**src/rtl/adc_tx_pkg.sv**
```systemverilog
`default_nettype none
// ============================================================================
//  Module      : adc_tx_pkg
//  Description : Shared types and constants for the ADC LVDS transmit emulator.
//  Revision    : 1.0  initial release
// ============================================================================
package adc_tx_pkg;

    typedef enum logic [1:0] {
        PAT_FIFO   = 2'b00,
        PAT_RAMP   = 2'b01,
        PAT_CUSTOM = 2'b10,
        PAT_DESKEW = 2'b11
    } pattern_e;

    localparam int          FRAME_BITS  = 8;
    localparam int          LANES       = 2;
    localparam int          WORD_W      = FRAME_BITS * LANES;
    localparam logic [15:0] DESKEW_WORD = 16'hCCCC;

endpackage
`default_nettype wire

```
**src/rtl/adc_tx_fifo.sv**
```systemverilog
`default_nettype none
// ============================================================================
//  Module      : adc_tx_fifo
//  Description : Small synchronous FIFO holding samples awaiting transmission.
//  Revision    : 1.0  initial release
// ============================================================================
module adc_tx_fifo #(
    parameter int WIDTH = 14,
    parameter int DEPTH = 4
) (
    input  logic             CLK,
    input  logic             RST,
    input  logic             i_push,
    input  logic [WIDTH-1:0] i_wdata,
    input  logic             i_pop,
    output logic [WIDTH-1:0] o_rdata,
    output logic             o_full,
    output logic             o_empty
);

    localparam int c_AW = $clog2(DEPTH);

    logic [WIDTH-1:0] r_mem [DEPTH];
    logic [c_AW:0]    r_wptr;
    logic [c_AW:0]    r_rptr;
    logic             w_push;
    logic             w_pop;

    // Pointers carry one extra wrap bit so full and empty are distinguishable.
    assign o_empty = (r_wptr == r_rptr);
    assign o_full  = (r_wptr[c_AW] != r_rptr[c_AW]) &&
                     (r_wptr[c_AW-1:0] == r_rptr[c_AW-1:0]);
    assign w_push  = i_push & ~o_full;
    assign w_pop   = i_pop & ~o_empty;
    assign o_rdata = r_mem[r_rptr[c_AW-1:0]];

    always_ff @(posedge CLK) begin
        if (RST) begin
            r_wptr <= '0;
            r_rptr <= '0;
        end else begin
            if (w_push) r_wptr <= r_wptr + (c_AW+1)'(1);
            if (w_pop)  r_rptr <= r_rptr + (c_AW+1)'(1);
        end
    end

    always_ff @(posedge CLK) begin
        if (w_push) r_mem[r_wptr[c_AW-1:0]] <= i_wdata;
    end

endmodule
`default_nettype wire

```
**src/rtl/adc_lvds_tx_emulator.sv**
```systemverilog
`default_nettype none
// ============================================================================
//  Module      : adc_lvds_tx_emulator
//  Description : Serialises samples onto two LVDS-style lanes plus frame clock,
//                with test patterns and frame-slip injection.
//  Revision    : 1.0  initial release
// ============================================================================
module adc_lvds_tx_emulator
    import adc_tx_pkg::*;
#(
    parameter int         RES_BITS    = 14,
    parameter int         FIFO_DEPTH  = 4,
    parameter logic [7:0] FCO_PATTERN = 8'hF0
) (
    input  logic                CLK,
    input  logic                RST,
    input  logic                en,
    input  logic [RES_BITS-1:0] s_data,
    input  logic                s_valid,
    output logic                s_ready,
    input  logic [1:0]          pattern_sel,
    input  logic [15:0]         custom_word,
    input  logic                fco_slip,
    output logic                d0,
    output logic                d1,
    output logic                fco,
    output logic                frame_start,
    output logic                underflow
);

    localparam int c_CNT_W = $clog2(FRAME_BITS);
    localparam int c_SHIFT = WORD_W - RES_BITS;
    localparam logic [c_CNT_W-1:0] c_LAST_K = c_CNT_W'(FRAME_BITS - 1);

    logic [c_CNT_W-1:0]  r_k;
    logic                r_ins;
    logic [WORD_W-1:0]   r_word;
    logic [RES_BITS-1:0] r_ramp;
    logic [WORD_W-1:0]   r_last_word;
    logic                r_slip_pend;

    logic [RES_BITS-1:0] w_fifo_rdata;
    logic                w_fifo_full;
    logic                w_fifo_empty;
    logic                w_push;
    logic                w_pop;
    logic                w_load;
    logic                w_underflow;
    logic [WORD_W-1:0]   w_word;
    pattern_e            w_pat;

    assign s_ready     = ~w_fifo_full & ~RST;
    assign w_push      = s_valid & s_ready;
    assign w_pat       = pattern_e'(pattern_sel);
    assign w_load      = (r_k == '0) & ~r_ins & en;
    assign w_pop       = w_load & (w_pat == PAT_FIFO) & ~w_fifo_empty;
    assign w_underflow = w_load & (w_pat == PAT_FIFO) & w_fifo_empty;

    adc_tx_fifo #(
        .WIDTH (RES_BITS),
        .DEPTH (FIFO_DEPTH)
    ) u_fifo (
        .CLK     (CLK),
        .RST     (RST),
        .i_push  (w_push),
        .i_wdata (s_data),
        .i_pop   (w_pop),
        .o_rdata (w_fifo_rdata),
        .o_full  (w_fifo_full),
        .o_empty (w_fifo_empty)
    );

    always_comb begin
        w_word = '0;
        case (w_pat)
            PAT_FIFO:   w_word = w_fifo_empty ? r_last_word
                                              : (WORD_W'(w_fifo_rdata) << c_SHIFT);
            PAT_RAMP:   w_word = WORD_W'(r_ramp) << c_SHIFT;
            PAT_CUSTOM: w_word = custom_word;
            PAT_DESKEW: w_word = DESKEW_WORD;
            default:    w_word = '0;
        endcase
    end

    // With an 8-bit frame, {~k,1} is 15-2k and {~k,0} is 14-2k; ~k alone is 7-k.
    always_ff @(posedge CLK) begin
        if (RST) begin
            r_k         <= '0;
            r_ins       <= 1'b0;
            r_word      <= '0;
            r_ramp      <= '0;
            r_last_word <= '0;
            r_slip_pend <= 1'b0;
            d0          <= 1'b0;
            d1          <= 1'b0;
            fco         <= 1'b0;
            frame_start <= 1'b0;
            underflow   <= 1'b0;
        end else begin
            r_slip_pend <= fco_slip | (r_slip_pend & ~r_ins);
            if (r_ins) begin
                // Inserted slip cycle: lanes and fco hold their bit-7 values.
                r_ins       <= 1'b0;
                frame_start <= 1'b0;
                underflow   <= 1'b0;
            end else if (r_k == '0) begin
                if (en) begin
                    r_word      <= w_word;
                    d1          <= w_word[WORD_W-1];
                    d0          <= w_word[WORD_W-2];
                    fco         <= FCO_PATTERN[FRAME_BITS-1];
                    frame_start <= 1'b1;
                    underflow   <= w_underflow;
                    r_k         <= c_CNT_W'(1);
                    if (w_pat == PAT_RAMP) r_ramp <= r_ramp + RES_BITS'(1);
                    if (w_pop) r_last_word <= w_word;
                end else begin
                    d1          <= 1'b0;
                    d0          <= 1'b0;
                    fco         <= 1'b0;
                    frame_start <= 1'b0;
                    underflow   <= 1'b0;
                end
            end else begin
                d1          <= r_word[{~r_k, 1'b1}];
                d0          <= r_word[{~r_k, 1'b0}];
                fco         <= FCO_PATTERN[~r_k];
                frame_start <= 1'b0;
                underflow   <= 1'b0;
                r_k         <= r_k + c_CNT_W'(1);
                if ((r_k == c_LAST_K) && r_slip_pend) r_ins <= 1'b1;
            end
        end
    end

endmodule
`default_nettype wire

```
**config.mk**
```make
export PLATFORM = sky130hd
export DESIGN_NAME = adc_lvds_tx_emulator
export DESIGN_NICKNAME = d
export VERILOG_FILES = /design/src/rtl/adc_tx_pkg.sv /design/src/rtl/adc_tx_fifo.sv /design/src/rtl/adc_lvds_tx_emulator.sv
export SDC_FILE = /design/constraint.sdc
export NUM_CORES = 1
export LEC_CHECK = 0
export ABC_AREA = 0
export BUFFER_PORTS_ARGS = -buffer_cell sky130_fd_sc_hd__buf_2
export CORE_ASPECT_RATIO = 2
export CORE_UTILIZATION = 45
export CTS_CLUSTER_DIAMETER = 100
export DETAILED_ROUTE_END_ITERATION = 10
export GPL_TIMING_DRIVEN = 0
export PLACE_DENSITY_LB_ADDON = 0.3
export SETUP_SLACK_MARGIN = 0.1
export SLEW_MARGIN = 20
export SYNTH_ARGS = -nofsm -noshare
export SYNTH_HDL_FRONTEND = slang
export SYNTH_SLANG_ARGS = --single-unit
```
**constraint.sdc**
```tcl
create_clock -name CLK -period 3.1 [get_ports CLK]
set_input_delay 0.155 -clock CLK [delete_from_list [all_inputs] [get_ports CLK]]
set_output_delay 0.155 -clock CLK [all_outputs]
set_load 0.01 [all_outputs]
```
==> impl_metrics.py, run 1 <==
metrics = {
    "logic_synthesis": {
        "synth-main-ff-cell": "dfxtp_1",
        "synth-seq-area-share_pct": 55.7,
        "synth_edf_count": 56,
        "synth_area_leaders": "edfxtp_1 (32%), dfxtp_1 (24%), mux4_2 (7.6%)",
        "synth_top_area_share_pct": 31.6,
        "avgSynthCellArea_um2": 11.9,
        "synth_cells": 446,
        "synthArstFlopShare_pct": 0,
        "synth-seq-cells": 120,
        "syn_area_um2": 5320,
        "syn-num-nets": 492,
        "yosysTopAreaCell": "edfxtp_1",
        "synth.distinct_cells": 46,
        "synth_warnings": 0,
    },
    "worst_setup_path": {
        "required_ns": 3.14,
        "r2r_slack_ns": 0.50,
        "critPathMaxStageDelay_ns": 0.69,
        "path_cells": "xor2_1, o311a_1, and2_1",
        "path_max_fanout": 15,
        "end_kind": "flip-flop",
        "critPathLaunchType": "flip-flop",
        "arrival_ns": 2.64,
        "cp-startpoint": "u_fifo.r_wptr[0]$_SDFFE_PP0P_",
        "r2r-start": "u_fifo.r_wptr[0]$_SDFFE_PP0P_",
        "criticalPathCategory": "reg -> reg",
        "cp_slowest_cell": "and2_1",
    },
    "worst_hold_path": {
        "hold_path.startpoint": "custom_word[12]",
        "hold_class": "in -> reg",
    },
    "clock_network": {
        "cts_tree": "yes",
        "cts_buffer_depth": 2,
        "cts.clk_slew.worst_paths_ns": 0.06,
        "post_cts_buffers": 0,
        "cts_root_buf": "clkbuf_16",
        "h-tree-depth": 4,
        "clkLatencyLatePin_ns": 0.41,
        "cts_resized": 0,
        "clock-sinks": 120,
        "cts_buffers": 17,
    },
    "timing": {
        "hold_violations": 0,
        "clock_skew_ns": 0.00719,
        "setup_viol": 0,
        "rsz0062_at_grt": "false",
        "fmax_mhz": 384,
        "slew_headroom_pct": 46.6,
        "setup_tns_ns": 0,
        "post-route-period-util_pct": 83.9,
        "finalCriticalPeriod_ns": 2.60,
        "worstMarginPinSlew_ns": 0.801,
        "finalMaxSlewViolations": 0,
    },
    "pwr": {
        "power-per-cell-area_nw_per_um2": 632,
        "peakVddDrop_mv": 0.594,
        "p_leak_nw": 2.21,
    },
    "detailed_routing": {
        "drtAntennaViolNets": 0,
        "first_pass_iters": 6,
        "dr_total_vias": 4090,
        "wl_per_cell_um": 20.4,
        "vias_per_cell": 6.06,
        "wl_um": 13800,
        "drc": 0,
        "drt-initial-drc-count": 366,
    },
    "floorplan": {
        "die_y_um": 156,
        "dieWidth_um": 78.9,
        "core-area_um2": 11400,
        "initial_utilization_pct": 46.6,
        "dieArea_um2": 12300,
        "rows": 55,
        "ios": 43,
    },
    "final_layout": {
        "layout.nets": 566,
        "drive_above_1_share_pct": 19.9,
        "antennaDiodeCount": 0,
        "fillCellCount": 1022,
        "fin_util_pct": 55.7,
        "syn2layout_area_growth_pct": 19.6,
    },
    "global_route": {
        "grt_pass1_vias": 4134,
        "grt_usage_pct": 24.3,
        "grt_max_degree": 17,
        "grt_pass1_wl_um": 21600,
        "gr-total-overflow": 0,
        "antenna_found_initial": 0,
    },
    "run_status": {
        "status": "finished clean",
    },
    "placement": {
        "dp_hpwl_um": 10300,
        "port_buffers": 40,
        "globalplace.congestion": 0.955,
    },
    "run": {
        "maxCapViolations": 0,
    },
}
flip-flops by register name, indices dropped and copies added (netlist names), named ones only:
signal / cells
d0: 1
d1: 1
fco: 1
frame_start: 1
r_ins: 1
r_k: 3
r_last_word: 16
r_ramp: 14
r_slip_pend: 1
r_word: 16
u_fifo.r_mem: 56
u_fifo.r_rptr: 3
u_fifo.r_wptr: 3
underflow: 1
layout make-up:
| cell class | count | area [um2] | share of cell area [%] |
|---|---|---|---|
| clock buffer | 18 | 429 | 6.75 |
| sequential | 120 | 2960 | 46.6 |
| buffer | 34 | 136 | 2.14 |
| inverter | 12 | 45.0 | 0.708 |
| multi-input combinational | 280 | 2170 | 34.2 |
| timing repair buffer | 55 | 350 | 5.51 |
| clock inverter | 14 | 85.1 | 1.34 |
| tap | 142 | 178 | 2.79 |
routing by layer:
metal	part of all wire (%)	global-route usage (%)	vias to the layer above
li1	-	-	1905
met1	35	23.0	1963
met2	54	44.2	165
met3	4.3	5.96	57
met4	6.9	17.8	0
met5	0	0	-
worst max-delay path: cells and delay by family, from the launching register on:
family | cells | cell delay (ns)
simple gates | 1 | 0.69
flops | 1 | 0.47
xor+xnor | 1 | 0.67
compound gates | 1 | 0.38
stage by stage:
step	power, mW	instance area (um2)	hold slack (ns)	worst slack [ns]	instances
after floorplan	2.15	5320	0.254	0.937	446
after global placement	2.30	5700	0.367	0.505	628
final	4.02	6360	0.0940	0.498	675
after detailed placement	2.32	5700	0.380	0.470	628
after CTS	4.03	6360	0.0801	0.463	675
after global routing	4.16	6360	0.105	0.256	675
final timing paths:
| path | cells past startpoint | end |
|---|---|---|
| min | 3 | r_word[12]$_SDFFE_PP0P_ |
| min reg2reg | 2 | r_ins$_SDFF_PP0_ |
| max | 3 | u_fifo.r_mem[3][6]$_DFFE_PP_ |
| max reg2reg | 3 | u_fifo.r_mem[3][6]$_DFFE_PP_ |
cell usage after synthesis (9+ instances only):
master,number
nand2_1,11
xnor2_1,11
edfxtp_1,56
nand4_1,15
dfxtp_1,64
nor2_1,36
clkbuf_1,28
a21oi_1,31
o31ai_1,14
o21ai_0,15
a211oi_1,14
a221oi_1,18
inv_1,12
ha_1,9
mux4_2,18
cells by family after synthesis:
logic type                 count (synthesis)  share of synthesized area, %
buffers and inverters                     46                          3.41
and+or+nand+nor                          108                          10.9
DFF                                      120                          55.7
AOI/OAI and AO/OA                        127                          17.2
muxes                                     20                          8.00
adders and majority gates                  9                          2.12
xor gates and xnor gates                  16                          2.63
cells in the final DEF (no fill, tap or decap), types with 6 or more instances in the layout:
| master | synthesis | layout |
|---|---|---|
| dfxtp_1 | 64 | 64 |
| edfxtp_1 | 56 | 56 |
| buf_2 | 3 | 43 |
| nor2_1 | 36 | 36 |
| a21oi_1 | 31 | 31 |
| clkbuf_1 | 28 | 29 |
| mux4_2 | 18 | 18 |
| a221oi_1 | 18 | 18 |
| clkbuf_16 | 0 | 17 |
| o21ai_0 | 15 | 15 |
| nand4_1 | 15 | 15 |
| dlygate4sd3_1 | 0 | 15 |
| a211oi_1 | 14 | 14 |
| o31ai_1 | 14 | 14 |
| inv_1 | 12 | 12 |
| xnor2_1 | 11 | 11 |
| nand2_1 | 11 | 11 |
| ha_1 | 9 | 9 |
| or2_2 | 7 | 7 |
| o221a_2 | 7 | 7 |
| a21o_1 | 6 | 6 |
| a221o_1 | 6 | 6 |
| nand3_1 | 6 | 6 |
what timing repair did:
action | CTS | global route
endpoints found under the hold margin | 57 | 0
endpoints found under the setup margin | 0 | 0
hold buffers | 15 | 0
power breakdown:
group          leakage [nW]  internal, mW  switching [mW]
combinational         0.948         0.212           0.294
sequential             1.03          1.74          0.0606
clock                 0.238          1.00           0.707
Power figures use the tool's default switching activity.
==> inputs of run 2 (changes only) <==
ABC_AREA = 1   (was 0)
clock period = 2.4 ns   (was 3.1 ns; I/O delays follow)
==> impl_metrics.py, run 2 <==
metrics = {
    "run_status": {
        "status": "finished clean",
    },
    "global_route": {
        "grt_pass1_vias": 4800,
        "grt-busiest-layer": "met2",
        "antenna_found_initial": 0,
        "grt_use_met1_pct": 22.0,
        "grt_pass1_wl_um": 22300,
        "met3_usage_pct": 5.96,
        "gr-total-overflow": 0,
        "grt_usage_pct": 23.2,
        "grt_max_degree": 17,
        "met2_usage_pct": 42.4,
    },
    "worst_setup_path": {
        "required_ns": 2.44,
        "r2r_cells": 6,
        "path_depth": 6,
        "path_max_fanout": 14,
        "r2r_slack_ns": 0.12,
        "cpMostUsedCell": "nand2_1",
        "end_kind": "flip-flop",
        "arrival_ns": 2.31,
        "cp_slowest_cell": "nor2_2",
        "cpLargestDelayFamily": "simple AND/OR/NAND/NOR gates",
        "r2r-start": "u_fifo.r_wptr[0]$_SDFFE_PP0P_",
        "path_cells": "inv_1, nand2_1, nand2_1, nand4_1, nand3_1, nor2_2",
        "worst-path-buf-inv": 1,
        "critPathLaunchType": "flip-flop",
        "crit-reg2reg-capture": "u_fifo.r_mem[2][5]$_DFFE_PP_",
        "cp-startpoint": "u_fifo.r_wptr[0]$_SDFFE_PP0P_",
        "criticalPathCategory": "reg -> reg",
        "endpoint": "u_fifo.r_mem[2][5]$_DFFE_PP_",
        "critPathMaxStageDelay_ns": 0.79,
    },
    "clock_network": {
        "h-tree-depth": 4,
        "cts_tree": "yes",
        "cts.clk_slew.worst_paths_ns": 0.06,
        "clock-sinks": 120,
        "cts_root_buf": "clkbuf_16",
        "clkLatencyLatePin_ns": 0.42,
        "cts_buffers": 17,
        "cts_buffer_depth": 2,
    },
    "final_layout": {
        "largest_reg_flops": 56,
        "drive_above_1_share_pct": 14.9,
        "fillCellCount": 1090,
        "antennaDiodeCount": 0,
        "syn2layout_area_growth_pct": 23.7,
        "finish.instance_area_um2": 6860,
        "final_common_cell": "nand2_1",
        "final_cell_mix": "nand2_1 (128), nor2_1 (99), inv_1 (96)",
        "layout.nets": 806,
    },
    "detailed_routing": {
        "drt-initial-drc-count": 291,
        "dr_total_vias": 4721,
        "wl_um": 14000,
        "drc": 0,
        "first_pass_iters": 6,
        "wl_per_cell_um": 15.2,
        "drtAntennaViolNets": 0,
        "vias_per_cell": 5.13,
    },
    "floorplan": {
        "dieWidth_um": 80.5,
        "ios": 43,
        "dieArea_um2": 12800,
        "initial_utilization_pct": 46.0,
        "rows": 57,
        "die_y_um": 159,
        "core-area_um2": 12100,
    },
    "logic_synthesis": {
        "synth_cells": 678,
        "synth_warnings": 0,
        "syn-num-nets": 724,
        "synth_most_common_cell": "nand2_1",
        "syn_area_um2": 5540,
        "synthArstFlopShare_pct": 0,
        "synth_edf_count": 56,
        "avgSynthCellArea_um2": 8.18,
        "synth-seq-cells": 120,
        "yosys-top-cells-count": "nand2_1 (129), nor2_1 (104), inv_1 (96), dfxtp_1 (64), nand3_1 (60)",
        "synth-seq-area-share_pct": 53.5,
        "yosysTopAreaCell": "edfxtp_1",
        "synth_area_leaders": "edfxtp_1 (30%), dfxtp_1 (23%), nand2_1 (8.7%)",
        "synth-main-ff-cell": "dfxtp_1",
        "synth.distinct_cells": 33,
        "synth_top_area_share_pct": 30.3,
    },
    "timing": {
        "finalMaxSlewViolations": 0,
        "clock_skew_ns": 0.0102,
        "setup_viol": 0,
        "fmax_mhz": 439,
        "worstMarginPinSlew_ns": 0.910,
        "whs_ns": 0.0512,
        "rsz0062_at_grt": "true",
        "finalCriticalPeriod_ns": 2.28,
        "slew_headroom_pct": 39.3,
        "post-route-period-util_pct": 94.8,
        "hold_violations": 0,
    },
    "placement": {
        "dpl_cell_area_um2": 5940,
        "port_buffers": 41,
        "dp_hpwl_um": 10300,
        "globalplace.congestion": 0.920,
    },
    "pwr": {
        "p_leak_nw": 2.99,
        "peakVddDrop_mv": 0.534,
        "power-per-cell-area_nw_per_um2": 884,
    },
    "worst_hold_path": {
        "holdPathStages": 5,
        "hold_class": "in -> reg",
    },
    "run": {
        "maxCapViolations": 0,
    },
}
[run 2: tightest hold or removal path: cells and delay by family]
family                 cells  cell delay (ns)
buffers and inverters      2             0.13
and+or+nand+nor            2             0.11
AOI/OAI and AO/OA          1             0.08
[run 2: per-stage QoR]
| step | utilization [%] | setup slack, ns | total power [mW] | instances | setup TNS (ns) |
|---|---|---|---|---|---|
| floorplan | - | 0.336 | 2.85 | 678 | 0 |
| global placement | 49.2 | -0.185 | 3.04 | 866 | -8.08 |
| detailed placement | 49.3 | -0.0313 | 3.07 | 866 | -0.0433 |
| CTS | 56.3 | 0.0672 | 6.04 | 913 | 0 |
| global route | 56.9 | -0.119 | 6.29 | 920 | -4.13 |
| finish | 56.9 | 0.124 | 6.06 | 920 | 0 |
[run 2: kinds of logic after synthesis]
group                      count (synthesis)  share of synthesized area, %
xor gates and xnor gates                   3                         0.474
AOI/OAI and AO/OA                        102                          10.4
buffers and inverters                    129                          9.26
and+or+nand+nor                          313                          24.0
muxes                                      2                         0.361
adders and majority gates                  9                          2.03
DFF                                      120                          53.5
[run 2: metal layers]
metal | wire, um | vias up
met3 | 582 | 36
li1 | - | 2379
met4 | 588 | 0
met1 | 5080 | 2160
met5 | 0 | -
met2 | 7770 | 146
[run 2: power by group]
| part | total (mW) | switching (mW) | internal (mW) |
|---|---|---|---|
| Clock | 2.96 | 0.988 | 1.98 |
| Sequential | 2.31 | 0.0537 | 2.26 |
| Combinational | 0.785 | 0.498 | 0.287 |
| Total | 6.06 | 1.54 | 4.52 |
[run 2: layout make-up]
cell class              count  area, um2  area share [%]
flip-flops and latches    120       2960            43.2
multi-input cells         430       2100            30.6
clock buffers              17        425            6.20
repair buffers             62        400            5.84
inverters                 102        387            5.64
clock inverters            15        264            3.85
well taps                 147        184            2.68
plain buffers              27        136            1.99
[run 2: timing repair]
item | CTS | global route
pin swaps | 0 | 2
setup buffers | 0 | 6
cloned | 0 | 1
hold buffers | 15 | 0
endpoints found under the setup margin | 48 | 91
resized for setup | 2 | 9
hold endpoints to repair | 57 | 0
[run 2: worst min path at each step]
stage                              start                           end  slack [ns]
after floorplan                s_data[0]  u_fifo.r_mem[0][0]$_DFFE_PP_        0.22
after global placement         s_data[2]  u_fifo.r_mem[1][2]$_DFFE_PP_        0.33
after detailed placement        fco_slip        r_slip_pend$_SDFF_PP0_        0.33
after CTS                 custom_word[0]        r_word[0]$_SDFFE_PP0P_        0.05
after global routing      custom_word[0]        r_word[0]$_SDFFE_PP0P_        0.10
final                     custom_word[0]        r_word[0]$_SDFFE_PP0P_        0.05
==> inputs of run 3 (changes only) <==
RECOVER_POWER = 50   (was not set)
==> impl_metrics.py, run 3 (synthesis gave the netlist of run 2 again) <==
metrics = {
    "run_status": {
        "status": "finished clean",
    },
    "worst_setup_path": {
        "path_cells": "inv_1, nand2_1, nand2_1, nand4_1, nand3_1, nor2_2",
        "end_kind": "flip-flop",
        "path_max_fanout": 14,
        "critPathLaunchType": "flip-flop",
        "criticalPathCategory": "reg -> reg",
        "cpMostUsedCell": "nand2_1",
        "critPathMaxStageDelay_ns": 0.79,
        "required_ns": 2.44,
        "arrival_ns": 2.32,
        "cp_slowest_cell": "nor2_2",
    },
    "final_layout": {
        "syn2layout_area_growth_pct": 23.3,
        "fillCellCount": 1100,
        "fin_util_pct": 56.7,
        "largest_reg_flops": 56,
        "antennaDiodeCount": 0,
        "layout.nets": 806,
        "finish.instance_area_um2": 6830,
        "final_cell_mix": "nand2_1 (128), nor2_1 (99), inv_1 (96)",
        "final_common_cell": "nand2_1",
        "drive_above_1_share_pct": 12.3,
    },
    "timing": {
        "setup_viol": 0,
        "hold_violations": 0,
        "post-route-period-util_pct": 94.8,
        "finalCriticalPeriod_ns": 2.28,
        "worstMarginPinSlew_ns": 0.909,
        "whs_ns": 0.0525,
        "finalWorstSetupSlack_ns": 0.125,
        "finalMaxSlewViolations": 0,
        "rsz0062_at_grt": "true",
        "fmax_mhz": 439,
        "clock_skew_ns": 0.0102,
        "slew_headroom_pct": 39.3,
    },
    "global_route": {
        "grt_max_degree": 17,
        "grt_pass1_vias": 4800,
        "antenna_found_initial": 0,
        "grt_pass1_wl_um": 22300,
        "gr-total-overflow": 0,
        "grt_usage_pct": 23.2,
    },
    "clock_network": {
        "h-tree-depth": 4,
        "cts_tree": "yes",
        "cts.clk_slew.worst_paths_ns": 0.06,
        "clkLatencyLatePin_ns": 0.42,
        "cts_buffers": 17,
        "cts_buffer_depth": 2,
        "cts_root_buf": "clkbuf_16",
        "clock-sinks": 120,
    },
    "detailed_routing": {
        "drt-initial-drc-count": 289,
        "dr_total_vias": 4793,
        "drtAntennaViolNets": 0,
        "first_pass_iters": 5,
        "wl_um": 14100,
        "vias_per_cell": 5.21,
        "wl_per_cell_um": 15.4,
        "drc": 0,
    },
    "floorplan": {
        "dieWidth_um": 80.5,
        "core-area_um2": 12100,
        "dieArea_um2": 12800,
        "die_y_um": 159,
        "initial_utilization_pct": 46.0,
        "ios": 43,
        "rows": 57,
    },
    "placement": {
        "dpl_cell_area_um2": 5940,
        "pre_cts_ws_ns": -0.0313,
        "port_buffers": 41,
        "globalplace.congestion": 0.920,
        "dp_hpwl_um": 10300,
    },
    "pwr": {
        "p_sw_share_pct": 25.6,
        "pwr-share-seq_pct": 38.1,
        "p_leak_nw": 2.93,
        "pwr-share-clk_pct": 49.0,
        "p_comb_share_pct": 12.9,
        "power-per-cell-area_nw_per_um2": 887,
        "power.total_mw": 6.06,
        "p_int_mw": 4.51,
        "peakVddDrop_mv": 0.531,
        "p_sw_mw": 1.55,
    },
    "worst_hold_path": {
        "hold_class": "in -> reg",
    },
    "run": {
        "maxCapViolations": 0,
    },
}
run 3: final timing paths:
check,from,end,slack (ns),depth (start not counted)
max,u_fifo.r_wptr[0]$_SDFFE_PP0P_,u_fifo.r_mem[2][5]$_DFFE_PP_,0.12,6
min,custom_word[0],r_word[0]$_SDFFE_PP0P_,0.05,5
max reg2reg,u_fifo.r_wptr[0]$_SDFFE_PP0P_,u_fifo.r_mem[2][5]$_DFFE_PP_,0.12,6
min reg2reg,r_last_word[0]$_SDFFE_PP0P_,r_last_word[0]$_SDFFE_PP0P_,0.44,2
run 3: layer usage:
layer  track usage [%]  up-vias  share of wire [%]
met1              22.0     2214                 36
met4              14.2        0                4.4
li1                  -     2374                  -
met2              42.4      167                 55
met5                 0        -                  0
met3              5.96       38                4.5
run 3: power groups by stage:
stage	Clock, mW	Combinational (mW)	Sequential (mW)
final	2.97	0.780	2.31
after global routing	3.08	0.877	2.32
after detailed placement	0	0.718	2.35
after global placement	0	0.695	2.35
after floorplan	0	0.500	2.35
after CTS	2.99	0.746	2.31
run 3: area by class of cell:
class | instances | area, um2 | share of cell area, %
Buffer | 27 | 135 | 1.98
Clock buffer | 17 | 425 | 6.23
Multi-Input combinational cell | 430 | 2100 | 30.7
Inverter | 102 | 387 | 5.66
Sequential cell | 120 | 2960 | 43.4
Timing Repair Buffer | 62 | 377 | 5.51
Tap cell | 147 | 184 | 2.69
Clock inverter | 15 | 264 | 3.86
run 3: critical path: cells and delay by family, from the launching register on:
family | cells | cell delay, ns
simple gates | 5 | 1.38
flops | 1 | 0.38
buf+inv | 1 | 0.12
run 3: what timing repair did:
| action | in CTS | in global routing |
|---|---|---|
| setup endpoints to repair | 48 | 91 |
| hold buffers | 15 | 0 |
| hold endpoints to repair | 57 | 0 |
| pin swaps | 0 | 2 |
| gates resized for setup | 2 | 9 |
| setup buffers | 0 | 6 |
| cloned | 0 | 1 |
run 3: per-stage QoR:
step           setup TNS, ns  cells
2_1_floorplan              0    678
3_3_place_gp           -8.08    866
3_5_place_dp         -0.0433    866
4_1_cts                    0    913
5_1_grt                -4.13    920
6_report                   0    920
